[config.mk]
export PLATFORM = sky130hd
export DESIGN_NAME = pico_mem_arbiter
export DESIGN_NICKNAME = d
export VERILOG_FILES = /design/src/rtl/pico_mem_arbiter_pkg.sv /design/src/rtl/pico_mem_arbiter_rr_picker.sv /design/src/rtl/pico_mem_arbiter.sv
export SDC_FILE = /design/constraint.sdc
export NUM_CORES = 1
export LEC_CHECK = 0
export BUFFER_PORTS_ARGS = -buffer_cell sky130_fd_sc_hd__buf_2
export CAP_MARGIN = 20
export CORE_AREA = 4 4 123 125
export CTS_CLUSTER_SIZE = 24
export DETAILED_ROUTE_END_ITERATION = 10
export DIE_AREA = 0 0 127 129
export PLACE_DENSITY = 0.52
export SYNTH_ARGS = -nofsm -noshare
export SYNTH_HDL_FRONTEND = slang
export SYNTH_SLANG_ARGS = --single-unit
[constraint.sdc]
create_clock -name clk -period 2.7 [get_ports clk]
set_clock_uncertainty 0.15 [all_clocks]
set_input_delay 0.54 -clock clk [delete_from_list [all_inputs] [get_ports clk]]
set_output_delay 0.54 -clock clk [all_outputs]
set_load 0.01 [all_outputs]
[src/rtl/pico_mem_arbiter_pkg.sv]
// Shared types and constants for the two-requester pico memory arbiter.
// Pure declarations: no logic, no latency.
// Backpressure: not applicable.

`ifndef L15_AMO_OP_WIDTH
`define L15_AMO_OP_WIDTH 4
`endif

package pico_mem_arb_pkg;

  // Arbiter control states
  typedef enum logic [1:0] {
    IDLE  = 2'd0,
    GRANT = 2'd1,
    DRAIN = 2'd2
  } arb_state_e;

  // Requester identifier: 0 or 1
  typedef logic req_id_t;

  // Load data returned to a requester whose transaction timed out
  localparam logic [31:0] PICO_ARB_ERR_RDATA = 32'hDEAD_BEEF;

endpackage

[src/rtl/pico_mem_arbiter_rr_picker.sv]
// Two-way round-robin picker: chooses a requester from the valid vector.
// Latency: purely combinational.
// Backpressure: none; the caller decides when the pick is consumed.

module pico_rr_picker
  import pico_mem_arb_pkg::*;
(
  input  logic [1:0] valid_i,
  input  req_id_t    last_grant_i,
  output logic       grant_val_o,
  output req_id_t    grant_id_o
);

  // A lone requester always wins; with both pending the one not served last wins
  always_comb begin
    grant_val_o = |valid_i;
    grant_id_o  = 1'b0;
    case (valid_i)
      2'b01:   grant_id_o = 1'b0;
      2'b10:   grant_id_o = 1'b1;
      2'b11:   grant_id_o = ~last_grant_i;
      default: grant_id_o = 1'b0;
    endcase
  end

endmodule

[src/rtl/pico_mem_arbiter.sv]
// Round-robin arbiter sharing one PicoRV32-style memory port between two requesters.
// Latency: 1 cycle arbitration, then the grant is held until the downstream ready pulse.
// Backpressure: requesters hold valid until their ready; optional timeout (PICO_MEM_ARB_TIMEOUT_EN).

module pico_mem_arbiter
  import pico_mem_arb_pkg::*;
#(
  parameter int TIMEOUT_CYCLES = 1024,
  parameter int RESET_PRIO     = 0
) (
  input  logic                          clk,
  input  logic                          rst,
  input  logic                          m0_mem_valid,
  input  logic [31:0]                   m0_mem_addr,
  input  logic [3:0]                    m0_mem_wstrb,
  input  logic [31:0]                   m0_mem_wdata,
  input  logic [`L15_AMO_OP_WIDTH-1:0]  m0_mem_amo_op,
  output logic                          m0_mem_ready,
  output logic [31:0]                   m0_mem_rdata,
  input  logic                          m1_mem_valid,
  input  logic [31:0]                   m1_mem_addr,
  input  logic [3:0]                    m1_mem_wstrb,
  input  logic [31:0]                   m1_mem_wdata,
  input  logic [`L15_AMO_OP_WIDTH-1:0]  m1_mem_amo_op,
  output logic                          m1_mem_ready,
  output logic [31:0]                   m1_mem_rdata,
  output logic                          arb_transducer_mem_valid,
  output logic [31:0]                   arb_transducer_mem_addr,
  output logic [3:0]                    arb_transducer_mem_wstrb,
  output logic [31:0]                   arb_transducer_mem_wdata,
  output logic [`L15_AMO_OP_WIDTH-1:0]  arb_transducer_mem_amo_op,
  input  logic                          transducer_arb_mem_ready,
  input  logic [31:0]                   transducer_arb_mem_rdata,
  output logic                          arb_grant_id,
  output logic                          arb_busy,
  output logic                          arb_timeout_err
);

  localparam req_id_t LAST_GRANT_RST = (RESET_PRIO == 0) ? 1'b1 : 1'b0;

  arb_state_e  state_q, state_d;
  req_id_t     grant_id_q, grant_id_d;
  req_id_t     last_grant_q, last_grant_d;
  logic        pick_vld;
  req_id_t     pick_id;
  logic        cpl_vld;
  logic [31:0] cpl_rdata;
  logic        tmo_hit;

  pico_rr_picker u_picker (
    .valid_i      ({m1_mem_valid, m0_mem_valid}),
    .last_grant_i (last_grant_q),
    .grant_val_o  (pick_vld),
    .grant_id_o   (pick_id)
  );

`ifdef PICO_MEM_ARB_TIMEOUT_EN
  localparam int CNT_W = $clog2(TIMEOUT_CYCLES + 1);
  localparam logic [CNT_W-1:0] TMO_LAST = CNT_W'(TIMEOUT_CYCLES - 1);

  logic [CNT_W-1:0] cnt_q, cnt_d;
  logic             err_q, err_d;

  assign tmo_hit = (state_q == GRANT) && (cnt_q == TMO_LAST);

  // Counter is zero on the first GRANT cycle and advances every GRANT cycle;
  // a ready arriving on the expiry cycle wins, so the error flag is not raised then
  always_comb begin
    cnt_d = (state_q == GRANT) ? cnt_q + CNT_W'(1) : '0;
    err_d = err_q | (tmo_hit & ~transducer_arb_mem_ready);
  end

  // Timeout counter and sticky error flag
  always_ff @(posedge clk) begin
    if (rst) begin
      cnt_q <= '0;
      err_q <= 1'b0;
    end else begin
      cnt_q <= cnt_d;
      err_q <= err_d;
    end
  end

  assign arb_timeout_err = err_q;
`else
  assign tmo_hit         = 1'b0;
  assign arb_timeout_err = 1'b0;
`endif

  // Next-state logic: arbitrate in IDLE, complete on downstream ready or timeout
  always_comb begin
    state_d      = state_q;
    grant_id_d   = grant_id_q;
    last_grant_d = last_grant_q;
    cpl_vld      = 1'b0;
    cpl_rdata    = 32'h0;
    case (state_q)
      IDLE: begin
        if (pick_vld) begin
          grant_id_d = pick_id;
          state_d    = GRANT;
        end
      end
      GRANT: begin
        if (transducer_arb_mem_ready) begin
          cpl_vld      = 1'b1;
          cpl_rdata    = transducer_arb_mem_rdata;
          last_grant_d = grant_id_q;
          state_d      = IDLE;
        end else if (tmo_hit) begin
          cpl_vld      = 1'b1;
          cpl_rdata    = PICO_ARB_ERR_RDATA;
          last_grant_d = grant_id_q;
          state_d      = DRAIN;
        end
      end
      DRAIN: begin
        // The late downstream response is absorbed here, never forwarded
        if (transducer_arb_mem_ready) state_d = IDLE;
      end
      default: state_d = IDLE;
    endcase
  end

  // State, grant and round-robin history registers
  always_ff @(posedge clk) begin
    if (rst) begin
      state_q      <= IDLE;
      grant_id_q   <= 1'b0;
      last_grant_q <= LAST_GRANT_RST;
    end else begin
      state_q      <= state_d;
      grant_id_q   <= grant_id_d;
      last_grant_q <= last_grant_d;
    end
  end

  // Downstream fields follow the granted requester while a request is outstanding
  always_comb begin
    arb_transducer_mem_valid  = (state_q == GRANT) || (state_q == DRAIN);
    arb_transducer_mem_addr   = 32'h0;
    arb_transducer_mem_wstrb  = 4'h0;
    arb_transducer_mem_wdata  = 32'h0;
    arb_transducer_mem_amo_op = '0;
    if (arb_transducer_mem_valid) begin
      if (grant_id_q) begin
        arb_transducer_mem_addr   = m1_mem_addr;
        arb_transducer_mem_wstrb  = m1_mem_wstrb;
        arb_transducer_mem_wdata  = m1_mem_wdata;
        arb_transducer_mem_amo_op = m1_mem_amo_op;
      end else begin
        arb_transducer_mem_addr   = m0_mem_addr;
        arb_transducer_mem_wstrb  = m0_mem_wstrb;
        arb_transducer_mem_wdata  = m0_mem_wdata;
        arb_transducer_mem_amo_op = m0_mem_amo_op;
      end
    end
  end

  assign m0_mem_ready = cpl_vld & (grant_id_q == 1'b0);
  assign m1_mem_ready = cpl_vld & (grant_id_q == 1'b1);
  assign m0_mem_rdata = m0_mem_ready ? cpl_rdata : 32'h0;
  assign m1_mem_rdata = m1_mem_ready ? cpl_rdata : 32'h0;
  assign arb_grant_id = grant_id_q;
  assign arb_busy     = (state_q != IDLE);

  // Configuration sanity: the timeout must leave room to count, priority is a requester id
  a_cfg: assert property (@(posedge clk) disable iff (rst)
    (TIMEOUT_CYCLES >= 2) && (RESET_PRIO == 0 || RESET_PRIO == 1));

  // The granted requester must keep its request up until it is answered
  a_hold: assert property (@(posedge clk) disable iff (rst)
    (state_q == GRANT) |-> (grant_id_q ? m1_mem_valid : m0_mem_valid));

  // A downstream response with nothing outstanding is a downstream protocol error
  a_stray_rdy: assert property (@(posedge clk) disable iff (rst)
    transducer_arb_mem_ready |-> (state_q != IDLE));

endmodule
==> results.cfg <==
[die]
die_area_sq_um = 16380
start_util_pct = 13.40
ios = 323
row_count = 43
dieHeight_um = 129
die_w_um = 127
design.core.area_sq_um = 13880

[setup_path]
timing.rr.end = last_grant_q$_SDFFE_PP1N_
crit_type = flop to primary output
max_stage_delay_ps = 590
worstPathMaxFanout = 27
reg2regPathDepth = 3
r2r-start = state_q[0]$_SDFFE_PP0P_
worstSetupEndpoint = arb_transducer_mem_wdata[26]
crit_slowest_cell = dfxtp_4
arrival_ps = 1620
crit_family = flip-flops
startpoint_type = flop
critPathLaunch = arb_grant_id$_SDFFE_PP0P_
crit_path_end_kind = primary output
required_ps = 2010
cp.depth = 4
cp_cell_sequence = buf_12 > mux2i_1 > and2b_1 > buf_2
r2r_setup_slack_ps = 1300
critPathBufInv = 2

[place]
place_area_sq_um = 3600
gp_congestion = 0.7919
buffer_ports.inserted = 321
place.detailed.hpwl_um = 8509
dp_slack_ps = 488.1

[clocking]
cts_root_buffer = clkbuf_16
clkTransAtPathRegs_ps = 30
clk_latency_ps = 220
cts.sinks = 3
holdBufCountCts = 0
cts_buffer_depth = 2
cts_buffers = 3
cts_resized = 0
cts-htree-levels = 1
postCtsSetupBuffers = 0
cts_tree = yes

[worst_hold_path]
hp-class = flop to flop
hp-start = last_grant_q$_SDFFE_PP1N_

[synthesis]
synth_top_family_by_area = simple AND/OR/NAND/NOR gates
synth-xor-area-share_pct = 0
postSynthCellCount = 286
yosysMostFrequentCell = mux2i_1
yosys.area.top_type = mux2i_1
synth_edf_count = 0
ys.flop_type = dfxtp_1
synth_compound_area_share_pct = 1.412
seq_area_frac_synth_pct = 3.228
synthMuxAreaShare_pct = 38.74
synth.top_cell.area_share_pct = 38.74
async_flop_share_pct = 0
syn_area_per_cell_sq_um = 6.505
synth_cell_types = 20
ys_warn_count = 0
synth-simple-area-share_pct = 46.81
netlist_area_sq_um = 1861
synth_area_leaders = mux2i_1 39%, nor2b_1 21%, nor2_1 13%, nand2_1 7.1%, and2b_1 4.0%
synthAdderAreaFrac_pct = 0
synth_nets = 467
yosys-top-cells-count = 72 x mux2i_1, 65 x nor2_1, 62 x nor2b_1
ys_ff_latch = 3

[grt]
grt-ovfl-total = 0
grtUsageTotal_pct = 10.22
antenna_found_initial = 1
grt_pass1_wl_um = 13680
grt_pass1_vias = 2785
grt_max_degree = 53

[finish]
fin_util_pct = 26.50
n_antenna_cell = 0
area_delta_synth_final_pct = 97.71
drive_above_1_share_pct = 56.71
nets = 771
fin_area_sq_um = 3679

[timing]
finalMaxSlewViolations = 0
rsz0062_at_grt = no
worst_pin_slew_ps = 590.9
hold_violations = 0
finalSetupViolCount = 0
min_period_ps = 2307
fin_ws_ps = 392.5
fmax_mhz = 433.4
fin_crit_sh_pct = 85.46
setup_tns_ps = 0
relSlewSlack_pct = 60.61

[drt]
drt_iter0_markers = 62
num_vias = 2970
wl_per_cell_um = 12.84
firstDrtPassIters = 4
drc_errors = 0
final_antenna_net_count = 0
drt_wl_total_um = 9876
routed_via_density = 3.862

[pwr]
p_leak_uw = 0.002130
cellPowerDensity_nw_per_um2 = 231.8
vdd_drop_max_uv = 201.7

[run]
drv_cap = 0

[outcome]
status = finished clean
## placed cells by master (no fill, tap or decap), types with 2 or more instances in the layout
cell type and instances:
clkbuf_16 3, buf_12 2, and2b_1 10, nor2b_1 62, mux2i_1 72, nor2_1 65, buf_2 321, buf_4 5
nand2_1 35
## flip-flops by register name, summed over array words and instances, names as in the netlist
signal / count
arb_grant_id: 1
last_grant_q: 1
state_q: 1
## metal layers
metal / vias up / track usage [%] / wire length, um / share of wire, %
met2: 184 / 19.15 / 5035 / 51
met1: 1255 / 11.45 / 3603 / 36
met5: - / 0 / 13 / 0.13
met3: 8 / 2.491 / 1119 / 11
li1: 1521 / - / - / -
met4: 2 / 2.965 / 104 / 1.1
## cell type report
| class | count | area [sq um] |
|---|---|---|
| timing repair buffer | 328 | 1684 |
| clock buffer | 4 | 78.83 |
| inverter | 1 | 3.754 |
| multi-input combinational | 253 | 1622 |
| fill | 1547 | 10200 |
| sequential | 3 | 65.06 |
| tap | 180 | 225.2 |
## stage by stage
| step | hold slack (ps) | total power (uW) | instances |
|---|---|---|---|
| after floorplan | 285.3 | 367.9 | 286 |
| after global placement | 312.5 | 629.2 | 765 |
| after detailed placement | 310.5 | 628.6 | 765 |
| after CTS | 318.1 | 868.1 | 769 |
| after global routing | 341.1 | 921.8 | 769 |
| final | 312.2 | 852.5 | 769 |
## power breakdown
group / total, uW / switching, uW / internal (uW) / leakage, uW
clock network: 234 / 39.2 / 195 / 0.0000382
logic: 557 / 270 / 287 / 0.00207
registers: 61.3 / 13.0 / 48.3 / 0.0000257
## logic make-up after synthesis
group	count (synthesis)
DFF	3
and+or+nand+nor	176
other	1
buffers and inverters	30
muxes	72
AOI/OAI and AO/OA	4
## worst min path at each step
stage | depth (start not counted) | to
after detailed placement | 1 | last_grant_q$_SDFFE_PP1N_
final | 1 | last_grant_q$_SDFFE_PP1N_
after global placement | 1 | last_grant_q$_SDFFE_PP1N_
after global routing | 1 | last_grant_q$_SDFFE_PP1N_
after CTS | 1 | last_grant_q$_SDFFE_PP1N_
after floorplan | 1 | last_grant_q$_SDFFE_PP1N_
(Power assumes the default switching activity.)
